$ cat config.mk
export PLATFORM = sky130hd
export DESIGN_NAME = flow_ctrl_fsm
export DESIGN_NICKNAME = d
export VERILOG_FILES = /design/src/rtl/flow_ctrl_pkg.sv /design/src/rtl/umbral_hyst.sv /design/src/rtl/flow_ctrl_fsm.sv
export SDC_FILE = /design/constraint.sdc
export NUM_CORES = 1
export LEC_CHECK = 0
export ABC_AREA = 1
export CAP_MARGIN = 10
export CELL_PAD_IN_SITES_DETAIL_PLACEMENT = 1
export CELL_PAD_IN_SITES_GLOBAL_PLACEMENT = 1
export CORE_ASPECT_RATIO = 0.75
export CORE_UTILIZATION = 34
export CTS_BUF_LIST = sky130_fd_sc_hd__clkbuf_4
export DETAILED_ROUTE_END_ITERATION = 16
export PLACE_DENSITY_LB_ADDON = 0.1
export SKIP_CTS_REPAIR_TIMING = 1
export SLEW_MARGIN = 5
export SYNTH_ARGS = -nofsm -noshare
export SYNTH_HDL_FRONTEND = slang
export SYNTH_SLANG_ARGS = --single-unit
export TNS_END_PERCENT = 20
$ cat constraint.sdc
create_clock -name clk -period 2 [get_ports clk]
set_clock_uncertainty 0.2 [all_clocks]
set_input_delay 0.3 -clock clk [delete_from_list [all_inputs] [get_ports clk]]
set_output_delay 0.3 -clock clk [all_outputs]
set_load 0.02 [all_outputs]
$ cat src/rtl/flow_ctrl_pkg.sv
// Shared definitions for the flow-control FSM and its FIFO/arbiter neighbours.
// Holds the one-hot state encoding, its width and small state-class helpers.
// No ports; import with `import flow_ctrl_pkg::*;`.
package flow_ctrl_pkg;

    localparam int STATE_W = 5;

    typedef enum logic [STATE_W-1:0] {
        ST_RESET  = 5'b00001,
        ST_INIT   = 5'b00010,
        ST_IDLE   = 5'b00100,
        ST_ACTIVE = 5'b01000,
        ST_ERROR  = 5'b10000
    } state_t;

    // States in which FIFO error pulses are captured into the sticky flags.
    function automatic logic captures_errors(input state_t s);
        return (s == ST_IDLE) || (s == ST_ACTIVE) || (s == ST_ERROR);
    endfunction

endpackage

$ cat src/rtl/umbral_hyst.sv
// Purpose : per-FIFO pause hysteresis (set at/above high threshold, clear at/below low).
// Latency : one cycle from count/threshold to o_pause.
// Backpressure: o_pause is the backpressure bit; forces override the hysteresis.
// Ports: clk, reset (async active-low), i_count, i_umbral_sup, i_umbral_inf,
//        i_force_clr, i_force_set -> o_pause (registered).
module umbral_hyst #(
    parameter int CNT_W = 3
) (
    input  logic             clk,
    input  logic             reset,
    input  logic [CNT_W-1:0] i_count,
    input  logic [CNT_W-1:0] i_umbral_sup,
    input  logic [CNT_W-1:0] i_umbral_inf,
    input  logic             i_force_clr,
    input  logic             i_force_set,
    output logic             o_pause
);

    logic r_pause;

    always_ff @(posedge clk or negedge reset) begin
        if (!reset) begin
            r_pause <= 1'b0;
        end else if (i_force_set) begin
            r_pause <= 1'b1;
        end else if (i_force_clr) begin
            r_pause <= 1'b0;
        end else if (i_count >= i_umbral_sup) begin
            // Checked first so that inverted thresholds resolve to "set".
            r_pause <= 1'b1;
        end else if (i_count <= i_umbral_inf) begin
            r_pause <= 1'b0;
        end
    end

    assign o_pause = r_pause;

endmodule

$ cat src/rtl/flow_ctrl_fsm.sv
// Purpose : supervises NUM_FIFOS FIFOs: one-hot FSM, threshold latch, pause and sticky errors.
// Latency : all outputs registered; one cycle from inputs to state/pause/error_out.
// Backpressure: pause[i] per FIFO via hysteresis; all paused in ERROR, none in RESET/INIT.
// Ports: clk, reset (async active-low), init, umbral_alto/bajo, fifo_count, empties,
//        fifo_err -> umbral_superior/inferior, state, idle_out, pause, error_out.
module flow_ctrl_fsm
    import flow_ctrl_pkg::*;
#(
    parameter int NUM_FIFOS = 8,
    parameter int CNT_W     = 3
) (
    input  logic                       clk,
    input  logic                       reset,
    input  logic                       init,
    input  logic [CNT_W-1:0]           umbral_alto,
    input  logic [CNT_W-1:0]           umbral_bajo,
    input  logic [NUM_FIFOS*CNT_W-1:0] fifo_count,
    input  logic [NUM_FIFOS-1:0]       empties,
    input  logic [NUM_FIFOS-1:0]       fifo_err,
    output logic [CNT_W-1:0]           umbral_superior,
    output logic [CNT_W-1:0]           umbral_inferior,
    output logic [STATE_W-1:0]         state,
    output logic                       idle_out,
    output logic [NUM_FIFOS-1:0]       pause,
    output logic [NUM_FIFOS-1:0]       error_out
);

    state_t               r_state;
    state_t               w_next_state;
    logic                 r_idle;
    logic [CNT_W-1:0]     r_umbral_sup;
    logic [CNT_W-1:0]     r_umbral_inf;
    logic [NUM_FIFOS-1:0] r_error;
    logic                 w_force_clr;
    logic                 w_force_set;

    always_comb begin
        w_next_state = ST_RESET;
        if (init) begin
            w_next_state = ST_INIT;
        end else begin
            unique case (r_state)
                ST_RESET:  w_next_state = ST_INIT;
                ST_INIT:   w_next_state = ST_IDLE;
                ST_IDLE,
                ST_ACTIVE: begin
                    if (|fifo_err)
                        w_next_state = ST_ERROR;
                    else if (&empties)
                        w_next_state = ST_IDLE;
                    else
                        w_next_state = ST_ACTIVE;
                end
                ST_ERROR:  w_next_state = ST_ERROR;
                default:   w_next_state = ST_RESET;
            endcase
        end
    end

    // Forces follow the state being entered so pause lines up with state.
    assign w_force_clr = (w_next_state == ST_RESET) || (w_next_state == ST_INIT);
    assign w_force_set = (w_next_state == ST_ERROR);

    always_ff @(posedge clk or negedge reset) begin
        if (!reset) begin
            r_state      <= ST_RESET;
            r_idle       <= 1'b0;
            r_umbral_sup <= '0;
            r_umbral_inf <= '0;
            r_error      <= '0;
        end else begin
            r_state <= w_next_state;
            r_idle  <= (w_next_state == ST_IDLE);

            if (r_state == ST_INIT) begin
                r_umbral_sup <= umbral_alto;
                r_umbral_inf <= umbral_bajo;
            end

            // Clear wins: a pulse arriving with init is dropped.
            if (init || (r_state == ST_INIT))
                r_error <= '0;
            else if (captures_errors(r_state))
                r_error <= r_error | fifo_err;
        end
    end

    for (genvar g = 0; g < NUM_FIFOS; g++) begin : g_hyst
        umbral_hyst #(
            .CNT_W (CNT_W)
        ) u_hyst (
            .clk          (clk),
            .reset        (reset),
            .i_count      (fifo_count[g*CNT_W +: CNT_W]),
            .i_umbral_sup (r_umbral_sup),
            .i_umbral_inf (r_umbral_inf),
            .i_force_clr  (w_force_clr),
            .i_force_set  (w_force_set),
            .o_pause      (pause[g])
        );
    end

    assign state           = r_state;
    assign idle_out        = r_idle;
    assign umbral_superior = r_umbral_sup;
    assign umbral_inferior = r_umbral_inf;
    assign error_out       = r_error;

endmodule

# ---- Word level (Yosys, flattened, before mapping)
# Cells that the tools add are included.
dict set report word_totals {
  reg_bits 28
  input_bits 49
  word_cells 93
}
dict set report classes {
  n_lt_le_gt_ge 16
  n_eq_ne 9
  n_mux 38
  bitwise_logic 1
  reduce_logical 16
}
# operator count
set op_table {}
lappend op_table {{2-to-1 mux 1 bit} 32}
lappend op_table {{nonzero test 4 bit} 8}
lappend op_table {{greater-or-equal comparator 3 bit} 8}
lappend op_table {{<= comparator 3 bit} 8}
lappend op_table {{one-hot mux 5 bit (4 select lines)} 1}
lappend op_table {{2-to-1 mux 8 bit} 2}
lappend op_table {{equality test 5 x 1 -> 1 bit, second input constant} 2}
lappend op_table {{equality test 5 x 2 -> 1 bit, second input constant} 2}
lappend op_table {{equality test 5 x 3 -> 1 bit, second input constant} 2}
lappend op_table {{equality test 5 bit, second input constant} 2}
lappend op_table {{2-to-1 mux 5 bit} 2}
lappend op_table {{bitwise OR 8 bit} 1}
lappend op_table {{AND reduction 8 bit} 1}
lappend op_table {{OR reduction 8 bit} 1}
lappend op_table {{equality test 5 x 4 -> 1 bit, second input constant} 1}
lappend op_table {{logical OR 1 bit} 4}
lappend op_table {{2-to-1 mux 4 bit} 1}
lappend op_table {{nonzero test 2 bit} 1}
lappend op_table {{OR reduction 2 bit} 1}

# ---- Depth between registers and ports, before layout
dict set report logic_depth {
  ltp_word 9
  depth_mapped 9
  depth_no_buf 9
}

# ---- Cells and area by module
# From an unflattened synthesis, not the netlist that was laid out.
dict set report unflattened {
  cells_unflattened 369
  hier_area_um2 2675.1
}
# mod instances cells_each area_per_inst_um2 seq_area_each_um2
set by_module_without_submodules {}
lappend by_module_without_submodules {umbral_hyst 8 30 201.4 25.0}
lappend by_module_without_submodules {flow_ctrl_fsm 1 129 1063.5 501.7}

# ---- Worst setup path after synthesis
# OpenSTA, ideal clock, no wires.
dict set report synth_path {
  path_type {register to register}
  start {register r_umbral_sup[2], in the netlist umbral_superior[2]}
  end {register g_hyst[0].u_hyst.r_pause}
  setup_ps 119
  t_arrival_ps 1333
  t_required_ps 1681
  slack_ps 348
  stages_incl_launch_ff 8
  path_buffers 0
  period_less_slack_ps 1652
  path_cell_list {dfrtp_1 inv_1 ha_1 and3_1 nor2_1 nand2_1 nand3_1 nand2_1}
}
dict set report synth_between {
  elab_chain_cells 4
  word_cells_on_any_way 5
  cone_classes {order compare (1); mux (3); reduce/logical (1)}
}
# item line_no
set synth_rtl {}
lappend synth_rtl {{start, declared} flow_ctrl_fsm.sv:31} ;# logic [CNT_W-1:0] r_umbral_sup;
lappend synth_rtl {{start signal, assigned} flow_ctrl_fsm.sv:76} ;# r_umbral_sup <= umbral_alto;
lappend synth_rtl {{greater-or-equal comparator 3 bit *} umbral_hyst.sv:28} ;# end else if (i_count >= i_umbral_sup) begin
lappend synth_rtl {{2-to-1 mux 1 bit} umbral_hyst.sv:28}
lappend synth_rtl {{2-to-1 mux 1 bit} umbral_hyst.sv:26} ;# end else if (i_force_clr) begin
lappend synth_rtl {{2-to-1 mux 1 bit} umbral_hyst.sv:24} ;# end else if (i_force_set) begin
lappend synth_rtl {{end signal, assigned} umbral_hyst.sv:25} ;# r_pause <= 1'b1;
lappend synth_rtl {{end signal, assigned} umbral_hyst.sv:27} ;# r_pause <= 1'b0;
lappend synth_rtl {{end signal, assigned} umbral_hyst.sv:30} ;# r_pause <= 1'b1;
lappend synth_rtl {{end, declared} umbral_hyst.sv:19} ;# logic r_pause;
# Every way passes the cells marked *; elsewhere a longest branch is shown, timed or not.
# A chain may end at the register's enable or synchronous reset.

# ---- Worst setup path in the final report
dict set report layout_path {
  start {register r_umbral_sup[0], in the netlist umbral_superior[0]}
  end {output umbral_superior[0]}
}
# item line_no
set layout_lines {}
lappend layout_lines {{end, declared} flow_ctrl_fsm.sv:20} ;# output logic [CNT_W-1:0] umbral_superior,
# No word-level cell between the ends.

==> flow_metrics.env <==
export IMPL_outcome="finished clean"
export IMPL_synth_seq_cells=28
export IMPL_syn_area_per_cell_sq_um=7.75
export IMPL_vias=2277
export IMPL_cp_arrival_ns=1.44
export IMPL_cp_max_fo=5
export IMPL_path_class="reg -> out"
export IMPL_cts_buffers=3
export IMPL_h_tree_depth=1
export IMPL_ys_flop_type="dfrtp_1"
export IMPL_grt_pass1_wl_um=11000
export IMPL_drv_slew=0
export IMPL_cp_end_kind="output port"
export IMPL_start_util_pct=35.2
export IMPL_critical_path_max_stage_delay_ns=0.63
export IMPL_wl_per_cell_um=14.4
export IMPL_fillers=846
export IMPL_die_x_um=99.1
export IMPL_drt_iter0_drc=84
export IMPL_ant_nets=0
export IMPL_grt_overflow_total=0
export IMPL_power_density_mw_per_mm2=780
export IMPL_synth_simple_gate_area_share_pct=29.1
export IMPL_diodes=0
export IMPL_totalWireLength_um=6850
export IMPL_area_growth_pct=39.7
export IMPL_path_buf_inv=1
export IMPL_synth_top_family_by_area="simple AND/OR/NAND/NOR gates"
export IMPL_hold_viol=0
export IMPL_synth_seq_area_share_pct=29.2
export IMPL_worstPathCellList="clkdlybuf4s50_1"
export IMPL_dp_final_hpwl_um=5530
export IMPL_finalCritPeriodShare_pct=97.1
export IMPL_async_flop_share_pct=100
export IMPL_final_cell_count_no_fill=477
export IMPL_p_sw_w=0.00107
export IMPL_clk_pin_slew_ns=0.16
export IMPL_nNetsFinal=491
export IMPL_setup_viol=0
export IMPL_tightest_slew_ns=0.391
export IMPL_p_seq_share_pct=27.8
export IMPL_synth_compound_area_share_pct=6.66
export IMPL_max_slew_margin_rel_pct=73.9
export IMPL_fin_crit_ns=1.94
export IMPL_synth_xor_area_share_pct=0
export IMPL_clock_fmax_mhz=515
export IMPL_synth_most_common_cell="nand2_1"
export IMPL_critical_path_slowest_cell="clkdlybuf4s50_1"
export IMPL_utilization_pct=49.2
export IMPL_grt_use_total_pct=19.0
export IMPL_irDropWorstVdd_uv=350
export IMPL_p_clk_share_pct=14.8
export IMPL_synth_top_area_share_pct=28.1
export IMPL_synth_edff_count=0
export IMPL_io_pins=77
export IMPL_netlist_top_cells_area="dfrtp_1 28%, ha_1 25%, nand2_1 11%"
export IMPL_muxShareOfSynthArea_pct=0
export IMPL_routabilityCongestion=0.793
export IMPL_cts_tree="yes"
export IMPL_syn_cell_area_sq_mm=0.00240
export IMPL_portBuffers=76
export IMPL_ys_warn_count=0
export IMPL_met1Wirelength_um=3510
export IMPL_hp_class="in -> async"
export IMPL_required_ns=1.50
export IMPL_dieArea_sq_mm=0.00741
export IMPL_die_h_um=74.8
export IMPL_clk_latency_ns=0.34
export IMPL_dp_cells=473
export IMPL_wl_met3_um=210
export IMPL_wl_met2_um=3110
export IMPL_synth_common_cells="69 x nand2_1, 48 x ha_1, 46 x inv_1, 30 x a21oi_1, 27 x dfrtp_1"
export IMPL_placeableCoreArea_sq_mm=0.00683
export IMPL_dr_pass1_iters=4
export IMPL_hold_ws_ns=0.117
export IMPL_start_kind="flop"
export IMPL_grt_pass1_vias=2254
export IMPL_synth_top_area_cell="dfrtp_1"
export IMPL_rsz0062_at_grt="false"
export IMPL_swShare_pct=41.0
export IMPL_rows=26
export IMPL_drc=0
export IMPL_synthDistinctLibCells=22
export IMPL_p_leak_nw=1.81
export IMPL_r2r_setup_slack_ns=0.22
export IMPL_top_layer="met4"
export IMPL_power_internal_w=0.00154
export IMPL_viasPerCell=4.77
export IMPL_syn_nets=407
export IMPL_clkSinkCount=28
export IMPL_cts_root_buf="clkbuf_4"
export IMPL_antenna_found_initial=0
export IMPL_pwr_share_comb_pct=57.5
export IMPL_drive_above_1_share_pct=7.89
export IMPL_path_delay_family="buffers and inverters"
export IMPL_synthCells=310
export IMPL_maxCapViolCount=0
export IMPL_grt_max_degree=29
export IMPL_clk_path_buf_depth=2
export IMPL_yosys_area_share_adder_pct=25.0
==> cell usage in the layout (no fill, tap or decap), drive strengths merged, types with 3 or more instances in the layout <==
cell type | Yosys | layout
ha | 48 | 48
dlymetal6s2s | 0 | 3
inv | 47 | 47
nand3b | 9 | 9
a21oi | 30 | 30
and3 | 8 | 8
nand2 | 72 | 72
dfrtp | 27 | 27
buf | 9 | 12
clkdlybuf4s50 | 0 | 73
nor2 | 26 | 26
nand3 | 29 | 29
clkbuf | 0 | 3
==> kinds of logic (layout without fill, tap and decap cells) <==
family                     count (synthesis)  count (layout)
and+or+nand+nor                          146             146
adders and majority gates                 48              48
buffers and inverters                     56             139
DFF                                       28              28
AOI/OAI and AO/OA                         32              32
==> sequential cells by signal (all words and copies together), names as in the netlist <==
signal and count:
error_out 8, g_hyst.u_hyst.o_pause 8, state 5, umbral_inferior 3
umbral_superior 3, idle_out 1
==> final cells by class <==
type | count | area (sq um) | area share (%)
Sequential cell | 28 | 706 | 21.0
Multi-Input combinational cell | 226 | 1460 | 43.5
Inverter | 47 | 176 | 5.25
Timing Repair Buffer | 88 | 858 | 25.6
Clock inverter | 1 | 30.0 | 0.894
Clock buffer | 3 | 22.5 | 0.671
Tap cell | 84 | 105 | 3.13
==> routing by layer <==
metal  vias up  global-route usage [%]
met4         0                    1.96
met1      1062                    27.3
met3         2                    2.97
met5         -                       0
li1       1179                       -
met2        34                    31.8
==> through the flow <==
stage	setup slack (ns)	setup TNS [ns]	area (sq um)	total power, W
2_1_floorplan	0.348	0	2400	0.00164
3_3_place_gp	0.0909	0	3290	0.00220
3_5_place_dp	0.0557	0	3290	0.00225
4_1_cts	-0.0783	-0.142	3350	0.00265
5_1_grt	0.00251	0	3360	0.00287
6_report	0.0584	0	3360	0.00262
==> final timing paths <==
check | startpoint | endpoint | cells after the start
max in group asynchronous | reset | state[0]$_DFF_PN1_ | 2
min in group clk | umbral_bajo[0] | umbral_inferior[0]$_DFFE_PN0P_ | 3
worst max register to register | umbral_inferior[2]$_DFFE_PN0P_ | g_hyst[7].u_hyst.o_pause$_DFFE_PN0P_ | 9
worst min-delay path | reset | error_out[5]$_DFFE_PN0P_ | 2
worst min register to register | error_out[3]$_DFFE_PN0P_ | error_out[3]$_DFFE_PN0P_ | 2
worst max-delay path | umbral_superior[0]$_DFFE_PN0P_ | umbral_superior[0] | 1
==> power groups by stage <==
| stage | logic, W | registers (W) | clock network, W |
|---|---|---|---|
| after floorplan | 0.000853 | 0.000782 | 0 |
| after global placement | 0.00146 | 0.000733 | 0 |
| after detailed placement | 0.00151 | 0.000737 | 0 |
| after CTS | 0.00152 | 0.000726 | 0.000401 |
| after global routing | 0.00171 | 0.000737 | 0.000420 |
| final | 0.00150 | 0.000727 | 0.000387 |
(Power assumes the default switching activity.)
